**src/rtl/xs3_pkg.sv**
```systemverilog
// Shared constants and FSM state type for the Excess-3 to BCD deserialiser.
package xs3_pkg;

    localparam logic [3:0] XS3_OFFSET  = 4'd3;
    localparam logic [3:0] XS3_MIN     = 4'h3;
    localparam logic [3:0] XS3_MAX     = 4'hC;
    localparam logic [3:0] BCD_INVALID = 4'hF;

    typedef enum logic {
        COLLECT,
        OUTPUT
    } state_e;

endpackage

```
**src/rtl/xs3_digit_dec.sv**
```systemverilog
// Combinational single-digit Excess-3 to BCD decoder with illegal-code flag.
module xs3_digit_dec
    import xs3_pkg::*;
(
    input  logic [3:0] xs3,
    output logic [3:0] bcd,
    output logic       err
);

    always_comb begin
        err = (xs3 < XS3_MIN) || (xs3 > XS3_MAX);
        bcd = err ? BCD_INVALID : (xs3 - XS3_OFFSET);
    end

endmodule

```
**src/rtl/xs3_to_bcd_deser.sv**
```systemverilog
// Collects DIGITS Excess-3 digits (first digit most significant) into one
// packed BCD word with a per-digit illegal-code mask, on valid/ready ports.
module xs3_to_bcd_deser
    import xs3_pkg::*;
#(
    parameter int unsigned DIGITS = 4
) (
    input  logic                  clk,
    input  logic                  rst_n,
    input  logic                  in_valid,
    output logic                  in_ready,
    input  logic [3:0]            in_xs3,
    input  logic                  abort,
    output logic                  out_valid,
    input  logic                  out_ready,
    output logic [4*DIGITS-1:0]   out_bcd,
    output logic [DIGITS-1:0]     out_err_mask,
    output logic                  out_err
);

    localparam int unsigned CNT_W = $clog2(DIGITS + 1);
    localparam int unsigned WORD_W = 4 * DIGITS;
    localparam logic [CNT_W-1:0] LAST = CNT_W'(DIGITS - 1);

    state_e              state_q, state_d;
    logic [CNT_W-1:0]    count_q, count_d;
    logic [WORD_W-1:0]   shreg_q, shreg_d;
    logic [DIGITS-1:0]   mask_q, mask_d;

    logic [3:0]          dig_bcd;
    logic                dig_err;
    logic                accept;
    logic [WORD_W-1:0]   shreg_shift;
    logic [DIGITS-1:0]   mask_shift;

    xs3_digit_dec u_dec (
        .xs3 (in_xs3),
        .bcd (dig_bcd),
        .err (dig_err)
    );

    assign shreg_shift = (shreg_q << 4) | WORD_W'(dig_bcd);
    assign mask_shift  = (mask_q << 1) | DIGITS'(dig_err);

    always_comb begin
        state_d   = state_q;
        count_d   = count_q;
        shreg_d   = shreg_q;
        mask_d    = mask_q;
        in_ready  = 1'b0;
        out_valid = 1'b0;

        unique case (state_q)
            COLLECT: in_ready = 1'b1;
            OUTPUT: begin
                out_valid = 1'b1;
                in_ready  = out_ready;
            end
            default: ;
        endcase

        accept = in_valid & in_ready;

        if (abort) begin
            // Abort wins over any same-cycle handshake on either side.
            state_d = COLLECT;
            count_d = '0;
            shreg_d = '0;
            mask_d  = '0;
        end else begin
            unique case (state_q)
                COLLECT: begin
                    if (accept) begin
                        shreg_d = shreg_shift;
                        mask_d  = mask_shift;
                        if (count_q == LAST) begin
                            state_d = OUTPUT;
                            count_d = '0;
                        end else begin
                            count_d = count_q + CNT_W'(1);
                        end
                    end
                end
                OUTPUT: begin
                    if (out_ready) begin
                        if (in_valid) begin
                            // Back-to-back: the new digit opens the next word.
                            shreg_d = shreg_shift;
                            mask_d  = mask_shift;
                            if (DIGITS == 1) begin
                                count_d = '0;
                            end else begin
                                state_d = COLLECT;
                                count_d = CNT_W'(1);
                            end
                        end else begin
                            state_d = COLLECT;
                            count_d = '0;
                        end
                    end
                end
                default: begin
                    state_d = COLLECT;
                    count_d = '0;
                end
            endcase
        end
    end

    always_ff @(posedge clk or negedge rst_n) begin
        if (!rst_n) begin
            state_q <= COLLECT;
            count_q <= '0;
            shreg_q <= '0;
            mask_q  <= '0;
        end else begin
            state_q <= state_d;
            count_q <= count_d;
            shreg_q <= shreg_d;
            mask_q  <= mask_d;
        end
    end

    assign out_bcd      = shreg_q;
    assign out_err_mask = mask_q;
    assign out_err      = |mask_q;

endmodule
```
**config.mk**
```make
export PLATFORM = sky130hd
export DESIGN_NAME = xs3_to_bcd_deser
export DESIGN_NICKNAME = d
export VERILOG_FILES = /design/src/rtl/xs3_pkg.sv /design/src/rtl/xs3_digit_dec.sv /design/src/rtl/xs3_to_bcd_deser.sv
export SDC_FILE = /design/constraint.sdc
export NUM_CORES = 1
export LEC_CHECK = 0
export CORE_MARGIN = 5
export CORE_UTILIZATION = 49
export CTS_CLUSTER_SIZE = 25
export DETAILED_ROUTE_END_ITERATION = 12
export HOLD_SLACK_MARGIN = 0.12
export PLACE_DENSITY = 0.93
export SLEW_MARGIN = 30
export SYNTH_ARGS = -nofsm -noshare
export SYNTH_HDL_FRONTEND = slang
export SYNTH_HIERARCHICAL = 1
export SYNTH_SLANG_ARGS = --single-unit
```
**constraint.sdc**
```tcl
create_clock -name clk -period 3.9 [get_ports clk]
set_clock_uncertainty 0.15 [all_clocks]
set_input_delay 0.78 -clock clk [delete_from_list [all_inputs] [get_ports clk]]
set_output_delay 0.78 -clock clk [all_outputs]
set_load 0.005 [all_outputs]
```
==> metrics.txt <==
Yosys top cell by area dfrtp_1; total gr overflow 0; CTS resizes 0; IO Port Bufs 31; 1st-pass router iterations 4; Layout Nets between 100 and 150; DIE AREA approximately 3200 µm²; global-route wire length before repair approximately 3500 µm; Post-DP HPWL around 1600 µm; core area 2000 µm²; CTS Buffer Depth 2; register area approximately 600 µm²; most instantiated cells after synthesis 24 x dfrtp_1, 21 x a22o_1, 4 x nor2b_1, 3 x ha_1, 3 x inv_1; Mapped Nets 93; min setup slack post-route roughly 1000 ps; syn avg cell area roughly 13 µm²; layout cells sized above 1 just under 9%; crit path capture type output port; Most Frequent Cell on Critical Path clkdlybuf4s50_1; leading post-synthesis cells by cell area dfrtp_1 57%, a22o_1 17%, ha_1 3.5%, nor2b_1 2.4%, buf_6 2.1%; Slew HR about two thirds; area of the multi-input gates just over 400 µm²; Pleak between 0.6 and 0.7 nW; crit-path max cell delay approximately 520 ps; Setup TNS 0 ps; CP max FO 4; async set or reset register ratio after synthesis 100%; kind of critical path in -> out; final hold violations 0; critical path required time just under 3000 ps; crit-path cells clkdlybuf4s50_1 > nand2b_2 > clkdlybuf4s50_1; Starting Density around 53%; worst-skew pair later-pin latency approximately 300 ps; Mapped Area about 1100 µm²; clock slew at reported path FFs between 100 and 150 ps; Synth warnings 6; crit path from out_ready; CTS tree built; routed wl met3 between 150 and 200 µm; Die W roughly 57 µm; Final min period between 2000 and 3000 ps; clk sinks 24; H-tree depth 1; initial DRC count 21; CP max stage cell clkdlybuf4s50_1; fillers about 150; placed cells ~140; Routed WL 2210 µm; fin util slightly above 70%; fmax ~0.35 GHz; status completed; number of global-route vias before repair 760; VDD IR max 0.255 mV; largest net degree at the start of global routing 25; RSZ-0062 raised after global routing no; # Post-CTS Setup Buffers 0; Post-synth EDFFs 0; worst hold path type in -> async; worst slack, placed around 1000 ps; flops & latches, synth 24; crit path launch type input port; ANT nets after route 0; routed length on met2 between 1000 and 1500 µm; dpl cell area approximately 1400 µm²; Synth cell types 26; Power Dens Cells roughly 330 nW/µm²; I/O pin count 32; worst r2r src state_q; initial antenna violation count 0; cells after synthesis between 80 and 90; most common cell in the netlist dfrtp_1; Area Growth Syn to Fin 33.1%; Final period util about three quarters; drc violations 0; via count of the routed design ~840; sequential element share of the synthesized area 56.7%; Diodes inserted 0; Pwr Total approximately 0.47 mW; Most used DFF post-synth dfrtp_1; WL met1 927 µm; post-synth top area share between 50% and 60%; Die H 56.5 µm; Arr. time, crit path between 1500 and 2000 ps; GRT Overall Usage between 10 and 15%; Finished Layout Cells 140; final instance area about 1400 µm²; Hold WS between 200 and 300 ps; Rows 16; Slew Viols, Final 0; vias per std cell 5.97; # Max-Cap Violations 0; max layer used met4; WL/cell around 16 µm; Tightest Pin Transition 518 ps; final setup fails 0; GPL Wtd Cong ~0.8; Root Buffer clkbuf_4; CTS Buf Count 3; hold buffers post-CTS 0
[power by group]
group	switching, mW	internal, mW	leakage, nW
sequential	0.00873	0.259	0.328
clock	0.0706	0.0570	0.0210
combinational	0.0309	0.0398	0.292
[kinds of logic (layout without fill, tap and decap cells)]
group                      after synthesis  in the layout  synth area share (%)
and+or+nand+nor                         14             14                  9.09
AOI/OAI and AO/OA                       32             32                  25.5
muxes                                    1              1                  1.06
DFF                                     24             24                  56.7
buffers and inverters                    7             39                  4.13
adders and majority gates                3              3                  3.54
[final timing paths]
| kind | endpoint | cells past startpoint | slack [ps] |
|---|---|---|---|
| worst max-delay path | in_ready | 3 | 1000 |
| worst min-delay path | out_bcd[9] | 1 | 280 |
| worst max register to register | count_q[1] | 3 | 2370 |
| worst min register to register | count_q[1] | 1 | 360 |
| max in group asynchronous | state_q | 1 | 2980 |
| min in group clk | count_q[1] | 1 | 360 |
[cells in the final DEF (no fill, tap or decap), types with 2 or more instances in the layout]
master           count
o311ai_1             2
a21oi_1              2
ha_1                 3
a22o_1              21
dfrtp_1             24
nand2_1              2
nor2b_1              4
clkdlybuf4s50_1     30
inv_1                3
clkbuf_4             3
[layer usage]
| metal | vias to the layer above | track usage, % |
|---|---|---|
| li1 | 379 | - |
| met4 | 0 | 7.46 |
| met5 | - | 0 |
| met3 | 8 | 1.83 |
| met2 | 41 | 21.3 |
| met1 | 408 | 17.9 |
[state kept, by name (all words and copies together), names as in the netlist]
register	flops
count_q	3
out_bcd	16
out_err_mask	4
state_q	1
[critical path, delay by kind of cell]
family                 cells  cell delay (ps)
buffers and inverters      2             1010
and+or+nand+nor            1              170
[cell type report]
class | count | share of cell area (%)
clock buffers | 4 | 2.57
multi-input cells | 50 | 29.5
flip-flops and latches | 24 | 42.6
repair buffers | 32 | 22.2
inverters | 3 | 0.799
well taps | 27 | 2.40
(Power assumes the default switching activity.)
